**config.mk**
```make
export PLATFORM = sky130hd
export DESIGN_NAME = spi_apb_sequencer
export DESIGN_NICKNAME = d
export VERILOG_FILES = /design/src/rtl/spi_apb_sequencer.sv
export SDC_FILE = /design/constraint.sdc
export NUM_CORES = 1
export LEC_CHECK = 0
export CORE_MARGIN = 5
export CORE_UTILIZATION = 50
export CTS_BUF_LIST = sky130_fd_sc_hd__clkbuf_4 sky130_fd_sc_hd__clkbuf_8
export DETAILED_ROUTE_END_ITERATION = 12
export GPL_TIMING_DRIVEN = 0
export PLACE_DENSITY = 0.88
export SYNTH_ARGS = -nofsm -noshare
export SYNTH_HDL_FRONTEND = slang
export SYNTH_SLANG_ARGS = --single-unit
```
**constraint.sdc**
```tcl
create_clock -name i_PCLK -period 5.4 [get_ports i_PCLK]
set_input_delay 1.35 -clock i_PCLK [delete_from_list [all_inputs] [get_ports i_PCLK]]
set_output_delay 1.35 -clock i_PCLK [all_outputs]
set_load 0.02 [all_outputs]
```
**src/rtl/spi_apb_sequencer.sv**
```systemverilog
// spi_apb_sequencer: arbitrates two SPI byte requests and runs the APB register sequence for each
module spi_apb_sequencer #(
  parameter logic [9:0] BASE_ADDR = 10'h001,
  parameter logic [7:0] CMD_START = 8'h01,
  parameter int         BUSY_BIT  = 0,
  parameter logic [7:0] POLL_MAX  = 8'd255
) (
  input  logic        i_PCLK,
  input  logic        i_PRESETn,
  input  logic [1:0]  i_req,
  input  logic [7:0]  i_cfg0,
  input  logic [7:0]  i_cfg1,
  input  logic [7:0]  i_tx0,
  input  logic [7:0]  i_tx1,
  output logic [1:0]  o_gnt,
  output logic [1:0]  o_done,
  output logic [1:0]  o_err,
  output logic [7:0]  o_rx,
  output logic        o_PSEL,
  output logic        o_PENABLE,
  output logic        o_PWRITE,
  output logic [15:0] o_PADDR,
  output logic [7:0]  o_PWDATA,
  input  logic [7:0]  i_PRDATA,
  input  logic        i_PREADY
);
  typedef enum logic [2:0] {IDLE, ARB, SETUP, ACCESS, DONE} state_t;
  state_t      state_q, state_d;
  logic [2:0]  step_q, step_d;
  logic [7:0]  poll_q, poll_d;
  logic        ptr_q, ptr_d;
  logic [1:0]  gnt_q, gnt_d;
  logic        err_q, err_d;
  logic [7:0]  cfg_q, cfg_d, tx_q, tx_d, rx_q, rx_d;
  logic        win, bus;
  logic [1:0]  win_oh;
  logic [3:0]  reg_idx;

  // State and datapath registers; the pointer resets to 1 so requester 0 wins the first tie
  always_ff @(posedge i_PCLK or negedge i_PRESETn) begin
    if (!i_PRESETn) begin
      state_q <= IDLE;
      step_q  <= '0;
      poll_q  <= '0;
      ptr_q   <= 1'b1;
      gnt_q   <= '0;
      err_q   <= 1'b0;
      cfg_q   <= '0;
      tx_q    <= '0;
      rx_q    <= '0;
    end else begin
      state_q <= state_d;
      step_q  <= step_d;
      poll_q  <= poll_d;
      ptr_q   <= ptr_d;
      gnt_q   <= gnt_d;
      err_q   <= err_d;
      cfg_q   <= cfg_d;
      tx_q    <= tx_d;
      rx_q    <= rx_d;
    end
  end

  // Next-state: arbitration, step sequencing, STATE polling with timeout
  always_comb begin
    state_d = state_q;
    step_d  = step_q;
    poll_d  = poll_q;
    ptr_d   = ptr_q;
    gnt_d   = gnt_q;
    err_d   = err_q;
    cfg_d   = cfg_q;
    tx_d    = tx_q;
    rx_d    = rx_q;
    win     = (i_req == 2'b11) ? ~ptr_q : i_req[1];
    win_oh  = win ? 2'b10 : 2'b01;
    case (state_q)
      IDLE: state_d = (|i_req) ? ARB : IDLE;
      ARB: begin
        state_d = (|i_req) ? SETUP : IDLE;
        if (|i_req) begin
          gnt_d  = win_oh;
          cfg_d  = win ? i_cfg1 : i_cfg0;
          tx_d   = win ? i_tx1 : i_tx0;
          step_d = '0;
          poll_d = '0;
        end
      end
      SETUP: state_d = ACCESS;
      ACCESS: if (i_PREADY) begin
        if (step_q < 3'd3) begin
          step_d  = step_q + 3'd1;
          state_d = SETUP;
        end else if (step_q == 3'd3) begin
          if (!i_PRDATA[BUSY_BIT]) begin
            step_d  = 3'd4;
            state_d = SETUP;
          end else if (poll_q == POLL_MAX - 8'd1) begin
            err_d   = 1'b1;
            state_d = DONE;
          end else begin
            poll_d  = poll_q + 8'd1;
            state_d = SETUP;
          end
        end else begin
          rx_d    = i_PRDATA;
          state_d = DONE;
        end
      end
      DONE: begin
        err_d   = 1'b0;
        ptr_d   = gnt_q[1];
        gnt_d   = '0;
        state_d = IDLE;
      end
      default: state_d = IDLE;
    endcase
  end

  // APB and client outputs decoded from state and step; bus is all-zero outside a transfer
  always_comb begin
    bus       = (state_q == SETUP) || (state_q == ACCESS);
    reg_idx   = (step_q == 3'd1 || step_q == 3'd4) ? 4'd1 : (step_q == 3'd2) ? 4'd3 : 4'd0;
    o_PSEL    = bus;
    o_PENABLE = state_q == ACCESS;
    o_PWRITE  = bus && (step_q < 3'd3);
    o_PADDR   = bus ? {BASE_ADDR, reg_idx, 2'b00} : '0;
    o_PWDATA  = !bus ? '0 : (step_q == 3'd0) ? cfg_q : (step_q == 3'd1) ? tx_q :
                (step_q == 3'd2) ? CMD_START : '0;
    o_gnt     = (state_q == ARB) ? ((|i_req) ? win_oh : 2'b00) : gnt_q;
    o_done    = (state_q == DONE && !err_q) ? gnt_q : 2'b00;
    o_err     = (state_q == DONE && err_q) ? gnt_q : 2'b00;
    o_rx      = rx_q;
  end
endmodule

```
# Word-level counts from Yosys, hierarchy flattened

Cells that the tools add are included.
W data, S select, Z words.

Output and inout port bits: 41
Input bits: 45
Register bits after elaboration: 42

Equality and inequality tests: 19
Add/subtract/negate cells: 2
Multiplexer cells: 44
Bitwise operators: 3
Reduce and logical (&&, ||, !) cells: 18
Order comparisons: 1

Operator list:

| kind                  | count |
|---|---|
| $mux W8               | 11 |
| $mux W3               | 10 |
| $mux W2               | 9 |
| $pmux W8 S2           | 1 |
| $eq A3 B2 Y1 const B  | 4 |
| $pmux W3 S4           | 1 |
| $add A8 B1 Y8 const B | 1 |
| $eq A8 B8 Y1 const B  | 1 |
| $mux W1               | 8 |
| $ne A2 B1 Y1 const B  | 4 |
| $mux W7               | 1 |
| $reduce_and A7 Y1     | 1 |
| $eq A3 B1 Y1 const B  | 2 |
| $eq A3 B3 Y1 const B  | 2 |
| $logic_not A3 Y1      | 2 |
| $ne A2 B2 Y1 const B  | 3 |
| $pmux W3 S2           | 1 |
| $reduce_and A6 Y1     | 1 |
| $reduce_bool A2 Y1    | 3 |
| $reduce_and A5 Y1     | 1 |
| $pmux W2 S2           | 1 |
| $reduce_and A2 Y1     | 2 |
| $reduce_and A4 Y1     | 1 |
| $add A3 B1 Y3 const B | 1 |
| 10 further kinds      | 15 |

# Longest topological paths before layout

Word-level depth: 7
Depth in mapped cells: 8

# Worst setup path after synthesis

Ideal clock, no wire load.

Kind: input port to output port
Start: in i_req[1]
End: out o_gnt[0]
Buffers on the path: 1
Slack: 1.774 ns
Stages: 3
Arrival time: 2.276 ns
Path through: a21boi_0 clkbuf_1 o21ai_0

Longest elaborated chain between the ends: 5
Elaborated cells on any way between the ends: 6
Those cells by class: eq/ne (1); mux (4); reduce/logical (1)

Ends and longest elaborated chain:

| element                 | line | text |
|---|---|---|
| from (decl)             | 10   | `input logic [1:0] i_req,` |
| $eq A2 B2 Y1            | 75   | `win = (i_req == 2'b11) ? ~ptr_q : i_req[1];` |
| $mux W1                 | 75   |  |
| $mux W2                 | 76   | `win_oh = win ? 2'b10 : 2'b01;` |
| $mux W2 * (2 in series) | 130  | `o_gnt = (state_q == ARB) ? ((\|i_req) ? win_oh : 2'b00) : gnt_q;` |
| to (decl)               | 15   | `output logic [1:0] o_gnt,` |

Mark *: on every way between the ends. The rest lies on a longest branch, timed or not.

# Final worst setup path

Start: in i_req[1]
End: out o_gnt[1]

Same word-level chain as after synthesis.

==> summary.txt <==
Placement
  • Pre-CTS setup slack: 0.567 ns
  • Final HPWL DP: 4780 µm
  • Placer Congestion: 0.838
  • IO buf count: 72

Critical path
  • Worst EP required: 4.05 ns
  • CP dominant cell by count: clkdlybuf4s50_1
  • Crit path launch: i_req[1]
  • Worst Setup Start Kind: primary input
  • CP Max Fanout: 10
  • Crit Path Category: in2out
  • Slowest Stage Delay on Critical Path: 0.60 ns
  • CP endpoint kind: output port
  • Worst path slowest cell: clkdlybuf4s50_1
  • CP Buf/Inv Count: 3
  • Critical-path cell list: clkdlybuf4s50_1, a21boi_0, clkbuf_1, mux2_2, clkdlybuf4s50_1
  • R2R Path Start: step_q[0]
  • Delay-heaviest family, CP: buffers and inverters
  • Worst EP arrival: 3.49 ns

STA
  • Final Critical Period: 4.84 ns
  • Hold Vio Cnt, Final: 0
  • Endpoints failing setup: 0
  • Hold slack final: 0.487 ns
  • Max-slew violations: 0
  • Sum Neg Setup Slack: 0 ns
  • Tcrit/Tclk final: 0.897
  • Fin worst setup slack: 0.557 ns
  • Maximum clock frequency: 0.206 GHz
  • Slew Limit Headroom: 0.522
  • Layout Skew: 0.00875 ns
  • RSZ-0062 raised after global routing: false
  • Slew @ Worst Pin: 0.717 ns

Synthesis
  • Synth warn: 0
  • Mapped Avg Cell Area: 9.27 µm²
  • Synth top cells by count: nor2_1, dfrtp_1, a21oi_1
  • Post-synthesis cell area: 2400 µm²
  • Ranking of synthesized cells by area: dfrtp_1, mux2i_1, nor2_1
  • Number of synthesized register bits: 42
  • Cells after Synth: 259
  • Largest area contributor in the netlist: dfrtp_1
  • Share of Yosys cell area claimed by the top area cell type: 0.428
  • Count leader, synth: nor2_1
  • Seq/Total Area, Yosys: 0.438
  • Synth unique cells: 38
  • Most used flip-flop cell after synthesis: dfrtp_1
  • Post-synth EDFFs: 0
  • Async SR Flop Fraction: 1.00

Clock network
  • Setup Buffers After CTS: 0
  • CTS max path bufs: 2
  • Worst-path clk slew: 0.08 ns
  • Clock Sinks: 42
  • TritonCTS clock tree: done
  • Clock root cell: clkbuf_8
  • Clock latency on the worst-skew pair: 0.30 ns
  • CTS H-tree lvls: 2
  • CTS Buf Count: 5
  • Post-cts resize count: 0
  • # hold bufs at CTS: 0

Die
  • DIE WIDTH: 79.3 µm
  • Row Count: 25
  • Starting density of the core: 0.511
  • # IOs: 86
  • Die Y: 79.3 µm
  • Core Footprint: 4690 µm²
  • Full die area: 6290 µm²

Global route
  • Largest net degree at the start of global routing: 30
  • Total track usage: 0.202
  • Initial antenna violation count: 0
  • First-pass GRT wire length: 10,000 µm
  • Vias in the first global route: 2,153
  • Gr ovfl total: 0

Finish
  • Area growth syn-to-layout: 39.3%
  • Nets: 403
  • Share of layout cells above drive strength 1: 0.122
  • Diodes inserted: 0

Detailed routing
  • DR WL/cell: 15.2 µm
  • 1st-pass router iterations: 4
  • Remaining antenna violation count: 0
  • Routed wire length: 6160 µm
  • Via/cell ratio: 5.42
  • 1st-iter DRT viols: 124
  • Vias: 2,200
  • Post-route DRC: 0

Power
  • Worst vdd ir: 0.352 mV
  • Pwr Density: 499 nW/µm²
  • Leakage power: 1.48 nW

Min path
  • Tightest Hold Check Type: reg2reg
  • Hold_sp: ptr_q

Job
  • Max_cap viols: 0

Status
  • Status: complete, no violations
==> sequential cells by signal, summed over array words and instances, names as in the netlist <==
register	flops
gnt_q	2
ptr_q	1
state_q	3
poll_q	8
cfg_q	8
tx_q	8
err_q	1
o_rx	8
step_q	3
==> per-layer routing <==
layer | track usage | up-vias | share of wire
met5 | 0 | - | 0
met4 | 0.0670 | 0 | 0.018
met3 | 0.0420 | 12 | 0.062
met2 | 0.346 | 81 | 0.52
met1 | 0.253 | 1044 | 0.40
li1 | - | 1063 | -
==> report_power, final <==
group | total [mW] | internal [mW] | switching [mW]
sequential | 0.540 | 0.440 | 0.100
combinational | 0.916 | 0.425 | 0.490
clock | 0.212 | 0.103 | 0.109
total | 1.67 | 0.968 | 0.700
==> worst paths after layout <==
path	end	slack, ns	cells after the start
setup / recovery	o_gnt[1]	0.56	5
hold / removal	ptr_q	0.49	2
setup reg to reg	step_q[0]	3.26	6
hold reg to reg	ptr_q	0.49	2
max in group asynchronous	ptr_q	3.93	2
min in group asynchronous	o_rx[7]	0.95	1
==> worst reg2reg max path, stage by stage, from the launching register on <==
cell and delay [ns]:
dfrtp_1 0.45, ha_1 0.19, ha_1 0.27, nor2b_1 0.21, o21ai_0 0.12, a21oi_1 0.41, mux2_2 0.38
==> layout by cell type (no fill, tap or decap), drive strengths merged, types with 11 or more instances in the layout <==
cell type      netlist  routed
buf                 18      20
mux2i               16      16
o21ai               12      12
clkbuf               6      12
nor2                43      43
clkdlybuf4s50        0      71
nand2               13      13
dfrtp               41      41
mux2                11      11
conb                 1      13
a21oi               30      30
==> logic make-up after synthesis <==
| family | Yosys count | synth area share |
|---|---|---|
| flip-flops | 42 | 0.438 |
| AO/OA/AOI/OAI | 60 | 0.148 |
| AND/OR/NAND/NOR | 91 | 0.181 |
| other | 1 | 0.00156 |
| adder cells (fa/ha/maj) | 7 | 0.0365 |
| multiplexers | 27 | 0.118 |
| buffers and inverters | 31 | 0.0756 |
==> through the flow <==
step / std cells / cell area, µm² / power, mW / util
2_1_floorplan: 271 / 2440 / 1.08 / -
3_3_place_gp: 397 / 3230 / 1.42 / 0.689
3_5_place_dp: 398 / 3250 / 1.45 / 0.692
4_1_cts: 406 / 3340 / 1.67 / 0.713
5_1_grt: 406 / 3340 / 1.78 / 0.713
6_report: 406 / 3340 / 1.67 / 0.713
==> area by class of cell <==
class | count | area, µm²
repair buffers | 73 | 736
fillers | 349 | 1350
plain buffers | 24 | 153
flip-flops and latches | 42 | 1050
clock buffers | 6 | 82.6
clock inverters | 2 | 12.5
inverters | 7 | 28.8
multi-input cells | 198 | 1210
well taps | 54 | 67.6
(Power assumes the default switching activity.)
